[src/rtl/mem_arbiter.sv]
// Two-requester block memory arbiter: icache (read-only) and dcache (read/write) share one memory port.
// Optional build macro MEM_ARBITER_DPRIO_EN: fixed dcache priority instead of round-robin on ties.
module mem_arbiter #(
  parameter int ADDR_W = 6,
  parameter int DATA_W = 128
) (
  input  logic              clock,
  input  logic              reset,
  input  logic              i_read,
  input  logic [ADDR_W-1:0] i_address,
  output logic [DATA_W-1:0] i_readdata,
  output logic              i_busywait,
  input  logic              d_read,
  input  logic              d_write,
  input  logic [ADDR_W-1:0] d_address,
  input  logic [DATA_W-1:0] d_writedata,
  output logic [DATA_W-1:0] d_readdata,
  output logic              d_busywait,
  output logic              mem_read,
  output logic              mem_write,
  output logic [ADDR_W-1:0] mem_address,
  output logic [DATA_W-1:0] mem_writedata,
  input  logic [DATA_W-1:0] mem_readdata,
  input  logic              mem_busywait
);

  typedef enum logic [1:0] {
    IDLE   = 2'd0,
    ACCESS = 2'd1,
    RESP   = 2'd2
  } state_e;

  typedef struct packed {
    logic              wr;
    logic [ADDR_W-1:0] addr;
    logic [DATA_W-1:0] wdata;
  } req_t;

  localparam logic GNT_I = 1'b0;
  localparam logic GNT_D = 1'b1;

  state_e            state_q, state_d;
  logic              gnt_q, gnt_d;
  logic              first_q, first_d;
  req_t              req_q, req_d;
  logic [DATA_W-1:0] resp_q, resp_d;
  logic              pend_i, pend_d, gnt_sel;

  assign pend_i = i_read;
  assign pend_d = d_read | d_write;

`ifdef MEM_ARBITER_DPRIO_EN
  assign gnt_sel = pend_d ? GNT_D : GNT_I;
`else
  logic last_q, last_d;

  // On a tie, grant whoever did not win last; otherwise the sole requester.
  always_comb begin
    if (pend_i && pend_d) gnt_sel = ~last_q;
    else                  gnt_sel = pend_d ? GNT_D : GNT_I;
  end

  always_comb begin
    last_d = last_q;
    if (state_q == IDLE && (pend_i || pend_d)) last_d = gnt_sel;
  end

  always_ff @(posedge clock or negedge reset) begin
    if (!reset) last_q <= GNT_D;
    else        last_q <= last_d;
  end
`endif

  always_ff @(posedge clock or negedge reset) begin
    if (!reset) begin
      state_q <= IDLE;
      gnt_q   <= GNT_I;
      first_q <= 1'b0;
      req_q   <= '0;
      resp_q  <= '0;
    end else begin
      state_q <= state_d;
      gnt_q   <= gnt_d;
      first_q <= first_d;
      req_q   <= req_d;
      resp_q  <= resp_d;
    end
  end

  always_comb begin
    state_d   = state_q;
    gnt_d     = gnt_q;
    first_d   = first_q;
    req_d     = req_q;
    resp_d    = resp_q;
    mem_read  = 1'b0;
    mem_write = 1'b0;
    unique case (state_q)
      IDLE: begin
        if (pend_i || pend_d) begin
          gnt_d   = gnt_sel;
          first_d = 1'b1;
          state_d = ACCESS;
          if (gnt_sel == GNT_D) begin
            // read+write together is illegal; the write wins
            req_d.wr    = d_write;
            req_d.addr  = d_address;
            req_d.wdata = d_writedata;
          end else begin
            req_d.wr    = 1'b0;
            req_d.addr  = i_address;
          end
        end
      end
      ACCESS: begin
        mem_read  = ~req_q.wr;
        mem_write = req_q.wr;
        first_d   = 1'b0;
        // memory has not seen the strobe yet in the first cycle, so its busywait is not trusted
        if (!first_q && !mem_busywait) begin
          state_d = RESP;
          if (!req_q.wr) resp_d = mem_readdata;
        end
      end
      RESP:    state_d = IDLE;
      default: state_d = IDLE;
    endcase
  end

  assign mem_address   = req_q.addr;
  assign mem_writedata = req_q.wdata;
  assign i_readdata    = resp_q;
  assign d_readdata    = resp_q;
  assign i_busywait    = pend_i & ~(state_q == RESP && gnt_q == GNT_I);
  assign d_busywait    = pend_d & ~(state_q == RESP && gnt_q == GNT_D);

endmodule

[config.mk]
export PLATFORM = sky130hd
export DESIGN_NAME = mem_arbiter
export DESIGN_NICKNAME = d
export VERILOG_FILES = /design/src/rtl/mem_arbiter.sv
export SDC_FILE = /design/constraint.sdc
export NUM_CORES = 1
export LEC_CHECK = 0
export ABC_AREA = 1
export CAP_MARGIN = 40
export CORE_AREA = 2 2 258 260
export CTS_BUF_LIST = sky130_fd_sc_hd__clkbuf_8 sky130_fd_sc_hd__clkbuf_16
export CTS_CLUSTER_SIZE = 30
export DETAILED_ROUTE_END_ITERATION = 16
export DIE_AREA = 0 0 260 262
export SYNTH_ARGS = -nofsm -noshare
export SYNTH_HDL_FRONTEND = slang
export SYNTH_SLANG_ARGS = --single-unit
[constraint.sdc]
create_clock -name clock -period 1.9 [get_ports clock]
set_input_delay 0.38 -clock clock [delete_from_list [all_inputs] [get_ports clock]]
set_output_delay 0.38 -clock clock [all_outputs]
set_load 0.03 [all_outputs]
==> impl_metrics.json <==
{
  "finalHoldViolCount": 0,
  "maxCapViolCount": 0,
  "crit_type": "register to output port",
  "ys_seq_elements": 268,
  "vias_per_cell": 3.79,
  "synth.distinct_cells": 22,
  "die_y_um": 262,
  "drtAntennaViolNets": 0,
  "cts_buffers": 31,
  "syn_nets": 1721,
  "worst_ep_required_time_ps": 1520,
  "synthCells": 1447,
  "finalInstanceArea_mm2": 0.0194,
  "layout_common_cells": "nand2_1, dlygate4sd2_1, clkdlybuf4s50_1, dfrtp_1, inv_1",
  "drc": 0,
  "tns_ps": 0,
  "status": "finished, final reports clean",
  "drtIter0Drc": 592,
  "worst_pin_slew_ps": 483,
  "numPortBuffers": 667,
  "clockBufferDepth": 3,
  "startpoint": "state_q[0]",
  "cts_sinks": 268,
  "grt_pass1_vias": 10600,
  "p_per_area_mw_per_mm2": 1880,
  "ys_seq_area_share_pct": 52.8,
  "wl_um": 42400,
  "fp.dieArea_mm2": 0.0681,
  "start_kind": "register",
  "power.leakage_nw": 10.3,
  "area_delta_synth_final_pct": 52.7,
  "grt_pass1_wl_um": 62000,
  "drtPass1Iterations": 5,
  "die_x_um": 260,
  "fin_crit_sh_pct": 96.8,
  "setup_viol": 0,
  "fin_skew_ps": 7.93,
  "postPlaceCellArea_mm2": 0.0187,
  "core_mm2": 0.0653,
  "row_count": 94,
  "timing.rr.start": "state_q[1]",
  "fill_cells": 6939,
  "rsz0062_at_grt": "true",
  "start_util_pct": 19.5,
  "relSlewSlack_pct": 68.0,
  "globalplace.congestion": 0.842,
  "htree_levels": 1,
  "arrival_ps": 1460,
  "syn_area_per_cell_um2": 8.78,
  "syn_area_mm2": 0.0127,
  "synth-main-ff-cell": "dfrtp_1",
  "worst-r2r-setup-slack_ps": 400,
  "final_common_cell": "nand2_1",
  "cts_tree": "yes",
  "drive_above_1_share_pct": 8.20,
  "ios": 668,
  "ir_drop_mv": 1.08,
  "overflow": 0,
  "synth_edf_count": 0,
  "power_w": 0.0365,
  "clkLatencyLatePin_ps": 570,
  "dp_hpwl_um": 33500,
  "track_usage_pct": 11.6,
  "critPathCaptureType": "output port",
  "ff2ff_path_depth": 7,
  "clock_tree.root_cell": "clkbuf_16",
  "ys_warn_count": 0,
  "drv_slew": 0,
  "finalCriticalPeriod_ps": 1840,
  "path_clk_slew_ps": 60,
  "fmax_mhz": 544,
  "synthArstFlopShare_pct": 100,
  "antenna_found_initial": 2,
  "hold_slack_ps": 308,
  "nNetsFinal": 2155,
  "vias": 10500,
  "hold_path_class": "input port to async pin",
  "grt_max_degree": 56,
  "rr_endpoint": "mem_writedata[16]",
  "detail_route.wl_per_cell_um": 15.3,
  "crit_path_max_fanout": 3
}
-- layout make-up --
cell class / instances / area, um^2 / share of cell area (%)
Antenna cell: 2 / 5.00 / 0.0258
Inverter: 152 / 576 / 2.97
Sequential cell: 268 / 6710 / 34.6
Clock inverter: 17 / 259 / 1.34
Multi-Input combinational cell: 695 / 3020 / 15.6
Tap cell: 864 / 1080 / 5.57
Timing Repair Buffer: 733 / 6880 / 35.4
Clock buffer: 38 / 872 / 4.50
-- metrics by stage --
step,cells,util [%],worst slack (ps)
2_1_floorplan,1447,-,529
3_3_place_gp,2710,28.6,-115
3_5_place_dp,2710,28.6,-114
4_1_cts,2766,29.7,-26.9
5_1_grt,2768,29.7,-39.2
6_report,2769,29.7,61.2
-- worst max-delay path, cell delays in order, from the launching register on --
cell and delay [ps]:
dfrtp_1 370, inv_2 100, nand2_4 70, o21ai_2 160
inv_2 60, buf_6 130
-- cells by family (layout without fill, tap and decap cells) --
kind of cell           count (synthesis)  after routing  synth area share, %
and+or+nand+nor                      559            559                 18.0
AOI/OAI and AO/OA                    136            136                 5.48
other                                  0              2                    0
buffers and inverters                484            940                 23.7
DFF                                  268            268                 52.8
-- routing by layer --
metal | GRT usage (%) | routed length (um) | part of all wire (%)
met5 | 0 | 8 | 0.019
met4 | 4.01 | 1150 | 2.7
met3 | 2.69 | 2930 | 6.9
met2 | 20.0 | 21100 | 50
met1 | 14.2 | 17200 | 41
-- worst max-delay path by stage --
stage / endpoint / slack, ps / depth (start not counted)
after floorplan: mem_read / 530 / 3
after global placement: d_busywait / -110 / 6
after detailed placement: d_busywait / -110 / 6
after CTS: mem_write / -30 / 4
after global routing: d_busywait / -40 / 5
final: d_busywait / 60 / 5
-- Yosys cell counts, types with 5 or more instances --
cell        n  area share (%)
o21ai_0    60             2.4
dfrtp_1   267              53
nand2_1   409              12
nor2_1      5            0.15
buf_12     10             1.6
buf_1      14            0.41
inv_1     150             4.4
buf_4     265              16
nand3_1   142             5.6
buf_2      21            0.83
o21ai_1    73             2.9
clkbuf_1   21            0.62
-- report_power, final --
| part | switching [W] | total (W) | internal, W |
|---|---|---|---|
| logic | 0.0132 | 0.0194 | 0.00623 |
| registers | 0.00209 | 0.0105 | 0.00840 |
| clock network | 0.00241 | 0.00657 | 0.00416 |
-- sequential cells by signal (all words and copies together), names as in the netlist --
register	cells
d_readdata	128
first_q	1
gnt_q	1
last_q	1
mem_address	6
mem_writedata	128
req_q	1
state_q	2
-- what timing repair did --
item                                    CTS  global route
endpoints found under the hold margin    74             0
pin swaps                                 1             2
endpoints found under the setup margin  393            17
buffers inserted                          0             1
resized for setup                       424            21
hold buffers                              1             0
(Power assumes the default switching activity.)
